==> config.mk <==
export PLATFORM = sky130hd
export DESIGN_NAME = dot_chunk_accumulator_flat
export DESIGN_NICKNAME = d
export VERILOG_FILES = /design/src/rtl/dot_pkg.sv /design/src/rtl/dot_chunk_accumulator_if.sv /design/src/rtl/dot_result_fifo.sv /design/src/rtl/dot_chunk_accumulator.sv /design/src/flat_wrapper.sv
export SDC_FILE = /design/constraint.sdc
export NUM_CORES = 1
export LEC_CHECK = 0
export CORE_ASPECT_RATIO = 1.1
export CORE_MARGIN = 3
export CORE_UTILIZATION = 56
export CTS_CLUSTER_DIAMETER = 30
export CTS_CLUSTER_SIZE = 14
export DETAILED_ROUTE_END_ITERATION = 6
export HOLD_SLACK_MARGIN = 0.1
export PLACE_DENSITY = 0.75
export SLEW_MARGIN = 15
export SYNTH_ARGS = -nofsm -noshare
export SYNTH_HDL_FRONTEND = slang
export SYNTH_SLANG_ARGS = --single-unit
==> constraint.sdc <==
create_clock -name clk -period 7.34 [get_ports clk]
set_input_delay 1.101 -clock clk [delete_from_list [all_inputs] [get_ports clk]]
set_output_delay 1.101 -clock clk [all_outputs]
set_load 0.005 [all_outputs]
==> src/rtl/dot_pkg.sv <==
// -----------------------------------------------------------------------------
// dot_pkg
// Shared definitions for the dot-product chunk accumulator:
//   - default datapath widths and the latency of the hard sum-of-6 DSP chain
//   - sideband record carried alongside each chunk through the latency pipe
//   - default-width result record (accumulated sum + overflow flag)
//   - accumulator FSM state encoding
//   - signed-add overflow helper
// No ports (package).
// -----------------------------------------------------------------------------
package dot_pkg;

   localparam int DOT_PSUM_W     = 18;  // signed sum-of-6 from the DSP chain
   localparam int DOT_ACC_W      = 32;  // signed accumulator / result
   localparam int DOT6_LAT       = 4;   // DSP operand presentation -> psum valid
   localparam int DOT_FIFO_DEPTH = 4;   // result FIFO entries

   // Per-chunk sideband, delayed to line up with the DSP output.
   typedef struct packed {
      logic v;   // chunk valid
      logic f;   // first chunk of a vector
      logic l;   // last chunk of a vector
   } dot_sb_t;

   // Result record at the default accumulator width.
   typedef struct packed {
      logic signed [DOT_ACC_W-1:0] acc;
      logic                        ovf;
   } dot_res_t;

   typedef enum logic {
      ACC_IDLE = 1'b0,
      ACC_BUSY = 1'b1
   } acc_state_t;

   // Two's-complement add overflows when both operands share a sign and the
   // result sign differs from it.
   function automatic logic add_ovf(input logic a_sign,
                                    input logic b_sign,
                                    input logic r_sign);
      return (a_sign == b_sign) && (r_sign != a_sign);
   endfunction

endpackage

==> src/rtl/dot_chunk_accumulator_if.sv <==
// -----------------------------------------------------------------------------
// dot_chunk_accumulator_if
// Bundles the issuer handshake, the DSP partial sum, the result valid/ready
// stream and the protocol-error flag of dot_chunk_accumulator.
//   issue_valid/first/last  issuer -> accumulator, chunk sideband
//   issue_ready             accumulator -> issuer, credit available
//   psum                    DSP chain -> accumulator, signed sum-of-6
//   out_valid/out_data/out_ovf  accumulator -> consumer, result FIFO head
//   out_ready               consumer -> accumulator
//   proto_err               accumulator -> system, sticky error flag
// Modports: master = issuer/DSP/consumer side, slave = the accumulator.
// -----------------------------------------------------------------------------
interface dot_chunk_accumulator_if
   import dot_pkg::*;
#(
   parameter int PSUM_W = DOT_PSUM_W,
   parameter int ACC_W  = DOT_ACC_W
);

   logic                     issue_valid;
   logic                     issue_first;
   logic                     issue_last;
   logic                     issue_ready;
   logic signed [PSUM_W-1:0] psum;
   logic                     out_valid;
   logic                     out_ready;
   logic signed [ACC_W-1:0]  out_data;
   logic                     out_ovf;
   logic                     proto_err;

   modport master (
      output issue_valid, issue_first, issue_last, psum, out_ready,
      input  issue_ready, out_valid, out_data, out_ovf, proto_err
   );

   modport slave (
      input  issue_valid, issue_first, issue_last, psum, out_ready,
      output issue_ready, out_valid, out_data, out_ovf, proto_err
   );

endinterface

==> src/rtl/dot_result_fifo.sv <==
// -----------------------------------------------------------------------------
// dot_result_fifo
// Synchronous FIFO of packed result records with a registered head: the oldest
// entry always sits in r_head so o_dout comes straight from a flop. Entries
// behind the head live in a small memory. Push and pop may coincide at any
// occupancy, including full; a pop on empty is ignored, a push on full without
// a simultaneous pop is dropped.
// Ports:
//   clk, rst_n   clock, asynchronous active-low reset
//   i_push       write i_din this cycle
//   i_din        record to write
//   i_pop        consumer takes the head (ignored while empty)
//   o_valid      head holds a valid record
//   o_dout       head record
//   o_count      number of stored records (0..DEPTH)
// -----------------------------------------------------------------------------
module dot_result_fifo #(
   parameter  int W     = 33,
   parameter  int DEPTH = 4,
   localparam int CNT_W = $clog2(DEPTH + 1)
)(
   input  logic             clk,
   input  logic             rst_n,
   input  logic             i_push,
   input  logic [W-1:0]     i_din,
   input  logic             i_pop,
   output logic             o_valid,
   output logic [W-1:0]     o_dout,
   output logic [CNT_W-1:0] o_count
);

   localparam int ADDR_W = $clog2(DEPTH);

   logic [W-1:0]      r_mem [DEPTH];
   logic [W-1:0]      r_head;
   logic              r_head_v;
   logic [ADDR_W-1:0] r_wptr;
   logic [ADDR_W-1:0] r_rptr;
   logic [CNT_W-1:0]  r_cnt_t;     // records behind the head

   logic w_pop;
   logic w_full;
   logic w_push;
   logic w_from_mem;   // head refills from memory
   logic w_to_mem;     // incoming record queues behind the head
   logic w_to_head;    // incoming record lands directly in the head

   assign o_count    = r_cnt_t + CNT_W'(r_head_v);
   assign w_pop      = i_pop & r_head_v;
   assign w_full     = (o_count == CNT_W'(DEPTH));
   assign w_push     = i_push & (~w_full | w_pop);
   assign w_from_mem = w_pop & (r_cnt_t != '0);
   // With an empty memory a simultaneous pop frees the head for the new record.
   assign w_to_mem   = w_push & r_head_v & ~(w_pop & (r_cnt_t == '0));
   assign w_to_head  = w_push & ~w_to_mem;

   always_ff @(posedge clk or negedge rst_n) begin
      if (!rst_n) begin
         r_head   <= '0;
         r_head_v <= 1'b0;
         r_wptr   <= '0;
         r_rptr   <= '0;
         r_cnt_t  <= '0;
      end else begin
         // NOTE: state updates use <= so every flop samples pre-edge values regardless of statement order.
         if (w_from_mem) begin
            r_head <= r_mem[r_rptr];
         end else if (w_to_head) begin
            r_head <= i_din;
         end

         if (w_to_head) begin
            r_head_v <= 1'b1;
         end else if (w_pop && !w_from_mem) begin
            r_head_v <= 1'b0;
         end

         if (w_to_mem) begin
            r_wptr <= r_wptr + ADDR_W'(1);
         end
         if (w_from_mem) begin
            r_rptr <= r_rptr + ADDR_W'(1);
         end

         case ({w_to_mem, w_from_mem})
            2'b10:   r_cnt_t <= r_cnt_t + CNT_W'(1);
            2'b01:   r_cnt_t <= r_cnt_t - CNT_W'(1);
            default: r_cnt_t <= r_cnt_t;
         endcase
      end
   end

   // NOTE: storage behind the head has no reset; its contents are only read after being written, as tracked by r_cnt_t.
   always_ff @(posedge clk) begin
      if (w_to_mem) begin
         r_mem[r_wptr] <= i_din;
      end
   end

   assign o_valid = r_head_v;
   assign o_dout  = r_head;

endmodule

==> src/rtl/dot_chunk_accumulator.sv <==
// -----------------------------------------------------------------------------
// dot_chunk_accumulator
// Sits directly behind the hard sum-of-6 DSP chain. Delays the issue-time
// sideband by the DSP latency so it lines up with psum, accumulates
// consecutive chunk sums into one dot product per vector, and queues results
// in a small FIFO. Because the DSP chain cannot stall, the issuer is throttled
// by credits: a reservation counter covers FIFO entries plus vectors whose
// last chunk is still in flight, so a push never finds the FIFO full.
// Ports:
//   clk, rst_n   clock, asynchronous active-low reset
//   bus (slave)  issue_valid/first/last, issue_ready, psum,
//                out_valid/out_ready/out_data/out_ovf, proto_err
// -----------------------------------------------------------------------------
module dot_chunk_accumulator
   import dot_pkg::*;
#(
   parameter int PSUM_W     = DOT_PSUM_W,
   parameter int ACC_W      = DOT_ACC_W,
   parameter int IN_LAT     = DOT6_LAT,
   parameter int FIFO_DEPTH = DOT_FIFO_DEPTH
)(
   input  logic                   clk,
   input  logic                   rst_n,
   dot_chunk_accumulator_if.slave bus
);

   localparam int RESV_W = $clog2(FIFO_DEPTH + 1);
   localparam int CNT_W  = $clog2(FIFO_DEPTH + 1);
   localparam int RES_W  = ACC_W + 1;

   typedef struct packed {
      logic signed [ACC_W-1:0] acc;
      logic                    ovf;
   } res_t;

   // Sideband pipe; r_sb[IN_LAT-1] is aligned with psum.
   dot_sb_t                 r_sb [IN_LAT];
   dot_sb_t                 w_tail;

   acc_state_t              r_state;
   logic signed [ACC_W-1:0] r_acc;
   logic                    r_ovf;
   logic                    r_proto_err;
   logic                    r_issue_ready;
   logic [RESV_W-1:0]       r_resv;

   logic signed [ACC_W-1:0] w_psum_ext;
   logic signed [ACC_W-1:0] w_sum;
   logic signed [ACC_W-1:0] w_acc_next;
   logic                    w_ovf_next;
   logic                    w_start;
   logic                    w_push;
   logic                    w_err;
   logic                    w_inc;
   logic                    w_dec;
   logic [RESV_W-1:0]       w_resv_next;

   res_t                    w_push_res;
   res_t                    w_head;
   logic                    w_fifo_valid;
   logic                    w_fifo_full;
   logic [CNT_W-1:0]        w_fifo_count;

   // ---------------------------------------------------------------- sideband
   always_ff @(posedge clk or negedge rst_n) begin
      if (!rst_n) begin
         for (int i = 0; i < IN_LAT; i++) begin
            r_sb[i] <= '0;
         end
      end else begin
         r_sb[0] <= '{v: bus.issue_valid,
                      f: bus.issue_valid & bus.issue_first,
                      l: bus.issue_valid & bus.issue_last};
         for (int i = 1; i < IN_LAT; i++) begin
            r_sb[i] <= r_sb[i-1];
         end
      end
   end

   assign w_tail     = r_sb[IN_LAT-1];
   assign w_psum_ext = ACC_W'(bus.psum);   // sign-extends: psum is signed
   assign w_sum      = r_acc + w_psum_ext; // wraps at ACC_W

   // ------------------------------------------------------------- accumulate
   always_comb begin
      // NOTE: every signal gets a default first so no path leaves it unassigned and no latch is inferred.
      w_start    = 1'b0;
      w_acc_next = r_acc;
      w_ovf_next = r_ovf;
      w_push     = 1'b0;
      w_err      = 1'b0;

      if (w_tail.v) begin
         // A stray middle chunk while idle restarts the sum like a first chunk.
         w_start = w_tail.f || (r_state == ACC_IDLE);
         if (w_start) begin
            w_acc_next = w_psum_ext;
            w_ovf_next = 1'b0;
         end else begin
            w_acc_next = w_sum;
            w_ovf_next = r_ovf | add_ovf(r_acc[ACC_W-1], w_psum_ext[ACC_W-1],
                                         w_sum[ACC_W-1]);
         end
         w_push = w_tail.l;
         w_err  = (w_tail.f && (r_state == ACC_BUSY)) ||
                  (!w_tail.f && (r_state == ACC_IDLE));
      end

      // Issuing without credit, or a result lost to a full FIFO.
      if ((bus.issue_valid && !r_issue_ready) ||
          (w_push && w_fifo_full && !bus.out_ready)) begin
         w_err = 1'b1;
      end
   end

   always_ff @(posedge clk or negedge rst_n) begin
      if (!rst_n) begin
         r_state     <= ACC_IDLE;
         r_acc       <= '0;
         r_ovf       <= 1'b0;
         r_proto_err <= 1'b0;
      end else begin
         if (w_tail.v) begin
            r_acc   <= w_acc_next;
            r_ovf   <= w_ovf_next;
            r_state <= w_tail.l ? ACC_IDLE : ACC_BUSY;
         end
         if (w_err) begin
            r_proto_err <= 1'b1;
         end
      end
   end

   // ------------------------------------------------------------------ credit
   assign w_inc = bus.issue_valid & bus.issue_last;
   assign w_dec = w_fifo_valid & bus.out_ready;

   always_comb begin
      w_resv_next = r_resv;
      case ({w_inc, w_dec})
         2'b10: if (r_resv != RESV_W'(FIFO_DEPTH)) w_resv_next = r_resv + RESV_W'(1);
         2'b01: if (r_resv != '0)                  w_resv_next = r_resv - RESV_W'(1);
         default: w_resv_next = r_resv;
      endcase
   end

   always_ff @(posedge clk or negedge rst_n) begin
      if (!rst_n) begin
         r_resv        <= '0;
         r_issue_ready <= 1'b0;
      end else begin
         r_resv        <= w_resv_next;
         r_issue_ready <= (w_resv_next < RESV_W'(FIFO_DEPTH));
      end
   end

   // ------------------------------------------------------------ result FIFO
   assign w_push_res = '{acc: w_acc_next, ovf: w_ovf_next};
   assign w_fifo_full = (w_fifo_count == CNT_W'(FIFO_DEPTH));

   dot_result_fifo #(
      .W     (RES_W),
      .DEPTH (FIFO_DEPTH)
   ) u_fifo (
      .clk     (clk),
      .rst_n   (rst_n),
      .i_push  (w_push),
      .i_din   (w_push_res),
      .i_pop   (bus.out_ready),
      .o_valid (w_fifo_valid),
      .o_dout  (w_head),
      .o_count (w_fifo_count)
   );

   assign bus.issue_ready = r_issue_ready;
   assign bus.out_valid   = w_fifo_valid;
   assign bus.out_data    = w_head.acc;
   assign bus.out_ovf     = w_head.ovf;
   assign bus.proto_err   = r_proto_err;

endmodule

==> src/flat_wrapper.sv <==
// flat-port wrapper written by rule: the top's interface ports become plain ports
module dot_chunk_accumulator_flat import dot_pkg::*;
#(
   parameter int PSUM_W     = DOT_PSUM_W,
   parameter int ACC_W      = DOT_ACC_W,
   parameter int IN_LAT     = DOT6_LAT,
   parameter int FIFO_DEPTH = DOT_FIFO_DEPTH
)
  (clk, rst_n, bus_issue_valid, bus_issue_first, bus_issue_last, bus_psum, bus_out_ready, bus_issue_ready, bus_out_valid, bus_out_data, bus_out_ovf, bus_proto_err);
  dot_chunk_accumulator_if #(.PSUM_W(PSUM_W), .ACC_W(ACC_W)) bus_i ();
  input  logic clk;
  input  logic rst_n;
  input wire logic [$bits(bus_i.issue_valid)-1:0] bus_issue_valid;
  input wire logic [$bits(bus_i.issue_first)-1:0] bus_issue_first;
  input wire logic [$bits(bus_i.issue_last)-1:0] bus_issue_last;
  input wire logic [$bits(bus_i.psum)-1:0] bus_psum;
  input wire logic [$bits(bus_i.out_ready)-1:0] bus_out_ready;
  output wire logic [$bits(bus_i.issue_ready)-1:0] bus_issue_ready;
  output wire logic [$bits(bus_i.out_valid)-1:0] bus_out_valid;
  output wire logic [$bits(bus_i.out_data)-1:0] bus_out_data;
  output wire logic [$bits(bus_i.out_ovf)-1:0] bus_out_ovf;
  output wire logic [$bits(bus_i.proto_err)-1:0] bus_proto_err;
  assign bus_i.issue_valid = bus_issue_valid;
  assign bus_i.issue_first = bus_issue_first;
  assign bus_i.issue_last = bus_issue_last;
  assign bus_i.psum = bus_psum;
  assign bus_i.out_ready = bus_out_ready;
  assign bus_issue_ready = bus_i.issue_ready;
  assign bus_out_valid = bus_i.out_valid;
  assign bus_out_data = bus_i.out_data;
  assign bus_out_ovf = bus_i.out_ovf;
  assign bus_proto_err = bus_i.proto_err;
  dot_chunk_accumulator #(.PSUM_W(PSUM_W), .ACC_W(ACC_W), .IN_LAT(IN_LAT), .FIFO_DEPTH(FIFO_DEPTH)) u_core (.clk(clk), .rst_n(rst_n), .bus(bus_i));
endmodule
==> Word-level counts from Yosys, hierarchy flattened <==
Memory sizes are Yosys's and may differ from the RTL's.
Cells that the tools add are included.
{ "word_totals": {"regBits": 92, "mem_bits_rw": 132, "inputBits": 24, "n_memories": 1} }
{ "memory_table": {"columns": ["memory", "depth", "width", "rd", "rd_clocked_by_memory_dff", "write_ports", "line_no", "source"], "rows": [
  ["u_core.u_fifo.r_mem", 4, 33, 1, 0, 1, "dot_result_fifo.sv:34", "logic [W-1:0] r_mem [DEPTH];"]
]} }
{ "op_classes": {"n_addsub": 8, "n_lt_le_gt_ge": 1, "eq_ne": 8, "muxes": 18, "bitwise": 15, "reduce_logical": 20} }
{ "op_table": {"columns": ["op", "n"], "rows": [
  ["33-bit two-way mux", 2],
  ["32-bit two-way mux", 2],
  ["32-bit by 18-bit adder with 32-bit output", 1],
  ["3-bit one-hot mux with 2 select lines", 2],
  ["1-bit two-way mux", 10],
  ["1-bit AND", 9],
  ["1-bit logical AND", 7],
  ["3-bit by 1-bit adder with 3-bit output, second input constant", 2],
  ["3-bit two-way mux", 2],
  ["2-bit nonzero test", 3],
  ["3-bit nonzero test", 2],
  ["3-bit by 1-bit subtractor with 3-bit output, second input constant", 2],
  ["2-bit by 1-bit adder with 2-bit output, second input constant", 2],
  ["2-bit by 1-bit == test with 1-bit output, second input constant", 2],
  ["2-bit == test, second input constant", 2],
  ["1-bit logical NOT", 4],
  ["1-bit NOT", 4],
  ["3-bit by 1-bit adder with 3-bit output", 1],
  ["3-bit == test, second input constant", 1],
  ["3-bit logical NOT", 1],
  ["1-bit logical OR", 3],
  ["3-bit < comparator, second input constant", 1],
  ["3-bit inequality test, second input constant", 1],
  ["1-bit OR", 2],
  ["other kinds (2)", 2]
]} }

==> Depth between registers and ports, before layout <==
{ "logic_depth": {"ltp_word": 11, "depth_mapped": 13} }

==> Cells and area by module <==
From an unflattened synthesis, not the netlist that was laid out.
{ "unflattened": {"cells_unflattened": 824, "hier_area_um2": 10827.9} }
{ "modules_own_cells": {"columns": ["module", "instances", "cells_each", "area_per_inst_um2"], "rows": [
  ["dot_result_fifo", 1, 331, 6687.7],
  ["dot_chunk_accumulator", 1, 493, 4140.2]
]} }

==> Least setup slack after synthesis <==
Ideal clock, no wire load.
{ "synth_timing": {"path_kind": "input -> register", "from": "in bus_psum[0]", "to": "mem u_core.u_fifo.r_mem[0][31] (data pin)", "setup_time_ps": 152, "t_arrival_ps": 3501, "path_slack_ps": 3687, "stages": 12, "path_buffers": 0, "path_cell_list": "ha_1 -> inv_1 -> fa_1 -> nand2b_1 -> a21oi_2 -> o41ai_4 -> o31ai_4 -> a311oi_4 -> o21ai_2 -> a311oi_2 -> or4b_1 -> nand3_1"} }
{ "synth_between": {"elab_chain_cells": 3} }
{ "synth_rtl": {"columns": ["item", "line_no", "source"], "rows": [
  ["start: declaration", "flat_wrapper.sv:16", "input wire logic [$bits(bus_i.psum)-1:0] bus_psum;"],
  ["32-bit by 18-bit adder with 32-bit output", "dot_chunk_accumulator.sv:82", "assign w_sum = r_acc + w_psum_ext;"],
  ["32-bit two-way mux", "dot_chunk_accumulator.sv:96", "if (w_start) begin"],
  ["32-bit two-way mux", "dot_chunk_accumulator.sv:93", "if (w_tail.v) begin"],
  ["net u_core.u_fifo.i_din[31]", "dot_result_fifo.sv:25", "input logic [W-1:0] i_din,"],
  ["end: declaration", "dot_result_fifo.sv:34", null]
]} }
The timed path passes the listed nets, and every way through them passes these cells.

==> Worst setup path in the final report <==
{ "layout_timing": {"from": "in bus_psum[17]", "to": "mem u_core.u_fifo.r_mem[1][32] (data pin)"} }
{ "layout_between": {"elab_chain_cells": 3} }
{ "layout_rtl": {"columns": ["item", "line_no"], "rows": [
  ["32-bit by 18-bit adder with 32-bit output", "dot_chunk_accumulator.sv:82"],
  ["32-bit two-way mux *", "dot_chunk_accumulator.sv:96"],
  ["32-bit two-way mux *", "dot_chunk_accumulator.sv:93"],
  ["net u_core.u_fifo.i_din[32]", "dot_result_fifo.sv:25"]
]} }
Mark *: on every way through the listed nets, which the timed path passes. The rest lies on a longest branch.

==> results by group <==
STA
  – Slew margin rel.: 0.317
  – Unrepaired setup endpoints after global routing: false
  – Setup violators final: 0
  – Final Hold Viols: 0
  – Worst hold margin: 0.345 ns
  – Period utilization: 0.608
  – Worst slew pin tran: 1.02 ns
  – Fmax: 224 MHz
  – Final Skew: 0.0190 ns
  – Final min period: 4.46 ns
  – Setup tns final: 0 ns
  – Final Max Tran Viols: 0

Power and ir drop
  – Pwr per Cell Area: 432 nW/um^2
  – Pleak: 5.05 nW
  – Maximum VDD drop: 336 uV

CTS
  – CTS Hold Buffers Added: 0
  – Clock root cell: clkbuf_16
  – Post-CTS setup buffers: 0
  – CTS clk-pin slew, worst paths: 0.05 ns
  – CTS tree: yes
  – Longest Clk Path Bufs: 3
  – Clock sinks: 224
  – CTS Buf Count: 39
  – Gates resized, CTS repair: 0
  – Worst skew pair latency: 0.52 ns
  – H-Tree Depth: 2

Run
  – MaxCap Viol Count: 0

Run status
  – Outcome: finished, final reports clean

Finish
  – Layout area overhead: 18.6%
  – Fraction of layout cells with a size suffix above 1: 0.153
  – Sequential cell area: 6270 um^2
  – Layout Nets: 1,001
  – Fill cell count: 1,363
  – N_diodes: 0
  – Multi-input logic area: 4320 um^2

Detailed routing
  – Total Wirelength: 24,900 um
  – Vias per cell: 6.05
  – Drt pass-1 iters: 5
  – Initial DRC count: 670
  – Via count: 7,304
  – Routed Antenna Nets: 0
  – Drc violations: 0
  – Drt wl/cell: 20.6 um

Global routing
  – GR Overflow Total: 0
  – Antenna violations before repair: 0
  – First-pass GRT wire length: 40,400 um
  – Number of global-route vias before repair: 7,452
  – Largest net degree at the start of global routing: 82
  – Global Route Usage Sum: 0.239

Critical path
  – Critical Path Start Type: primary input
  – RR Startpoint: u_core.r_acc[0]
  – Setup crit start: bus_psum[17]
  – Worst Path Arrival: 4.63 ns
  – Critical path type: primary input to flop
  – R2r setup slk: 3.74 ns
  – CP Capture Type: flop
  – Worst path required time: 7.51 ns
  – Worst-path fanout max: 25

Yosys
  – Post-synth top flop: edfxtp_1
  – Yosys Warn Count: 0
  – Seq/Total Area, Yosys: 0.571
  – Yosys reg bits: 224
  – Yosys cell types: 72
  – EDFF count, synth: 132
  – Syn Nets: 935
  – Cells after Synth: 863
  – Synth Area per Inst: 12.7 um^2
  – Async SR Flop Fraction: 0.411
  – Cell Area, Synth: 11,000 um^2

Floorplanning
  – Die Span Y: 153 um
  – Ports: 60
  – Die area: 21,300 um^2
  – Initial Utilization: 0.572
  – Die Wd: 139 um
  – Core area: 19,200 um^2
  – Rows: 53

Worst hold path
  – Hold path start: u_core.r_sb[4]
  – Hold Path Class: flop to flop

Placed design
  – Port Buf Inserts: 59
  – RD Place Congestion: 0.908
  – DP HPWL: 16,000 um
[path summary, 6_finish.rpt]
path                                                   end  cells after the start
worst max-delay path            u_core.u_fifo.r_mem[1][32]                     11
worst min register to register              u_core.r_sb[1]                      0
min in group asynchronous          u_core.u_fifo.o_dout[5]                      1
worst max register to register  u_core.u_fifo.r_mem[2][29]                     12
max in group asynchronous                   u_core.r_sb[2]                      2
worst min-delay path                        u_core.r_sb[1]                      0
[sequential cells by signal, indices dropped and copies added (netlist names), 2 cells and up]
register               count
u_core.r_acc              32
u_core.r_resv              3
u_core.r_sb               12
u_core.u_fifo.o_dout      33
u_core.u_fifo.r_cnt_t      3
u_core.u_fifo.r_mem      132
u_core.u_fifo.r_rptr       2
u_core.u_fifo.r_wptr       2
[logic make-up (layout without fill, tap and decap cells)]
logic type                 Yosys count  in the layout  synth area share
AOI/OAI and AO/OA                  231            231             0.138
muxes                               57             57            0.0906
adders and majority gates           48             48            0.0561
and+or+nand+nor                    194            194            0.0815
buffers and inverters               75            172            0.0355
xor gates and xnor gates            34             34            0.0271
DFF                                224            224             0.571
[stage by stage]
step | worst slack, ns | power (mW) | std cells | instance area, um^2 | util
final | 2.88 | 5.62 | 1207 | 13000 | 0.679
after global routing | 2.62 | 5.94 | 1207 | 13000 | 0.679
after CTS | 2.92 | 5.66 | 1207 | 13000 | 0.679
after detailed placement | 2.40 | 3.84 | 1135 | 11700 | 0.610
after global placement | 2.44 | 3.80 | 1135 | 11700 | 0.610
after floorplan | 3.69 | 3.24 | 863 | 11000 | -
[cells in the mapped netlist (13+ instances only)]
master,number,share of area
clkbuf_1,26,0.0089
mux4_2,32,0.066
a22oi_1,19,0.013
a21oi_1,102,0.047
a21o_1,17,0.012
nand2_1,71,0.024
edfxtp_1,132,0.36
nor2_1,54,0.018
xnor2_1,18,0.014
nand3_1,20,0.0091
inv_1,26,0.0089
dfrtp_1,92,0.21
mux2i_1,19,0.017
nand4_1,13,0.0074
ha_1,46,0.052
xor2_1,16,0.013
o21ai_0,29,0.013
[layout by cell type (no fill, tap or decap), types with 6 or more instances in the layout]
cell type,netlist,layout
nor2_1,54,53
and2_1,7,7
a22oi_1,19,19
mux2i_1,19,19
nand2_1,71,71
clkbuf_16,0,41
ha_1,46,46
o21ai_0,29,29
edfxtp_1,132,132
nand2b_1,6,6
a21oi_1,102,102
dfrtp_1,92,90
nand3_1,20,20
a21o_1,17,17
mux4_2,32,32
buf_4,0,14
inv_1,26,26
clkinv_2,0,7
inv_6,0,6
clkdlybuf4s50_1,0,58
xnor2_1,18,18
xor2_1,16,16
nand4_1,13,13
[where the power goes]
| part | switching, mW | internal (mW) |
|---|---|---|
| clock | 0.664 | 1.12 |
| combinational | 1.13 | 0.900 |
| sequential | 0.147 | 1.66 |
| total | 1.94 | 3.68 |
[cell type report]
class                           count  area share
Timing Repair Buffer               72      0.0527
Sequential cell                   224       0.482
Clock buffer                       44      0.0805
Multi-Input combinational cell    564       0.332
Tap cell                          247      0.0238
Clock inverter                     28      0.0211
Inverter                           28     0.00808
[layer usage]
| metal | part of all wire | vias to the layer above | track usage | wire length (um) |
|---|---|---|---|---|
| met3 | 0.068 | 50 | 0.0446 | 1690 |
| met5 | 0 | - | 0 | 0 |
| met4 | 0.021 | 0 | 0.0620 | 531 |
| met2 | 0.47 | 265 | 0.385 | 11800 |
| li1 | - | 3398 | - | - |
| met1 | 0.44 | 3591 | 0.339 | 10900 |
[worst max-delay path: stages]
cell             delay [ns]
clkdlybuf4s50_1        0.95
ha_1                   0.71
a21o_1                 0.20
a31oi_1                0.10
o211ai_1               0.29
o21ai_0                0.14
a31o_2                 0.24
a21oi_4                0.22
mux2_2                 0.36
a21oi_1                0.18
a311oi_1               0.12
Note: power is estimated with default switching activity, not from simulation.
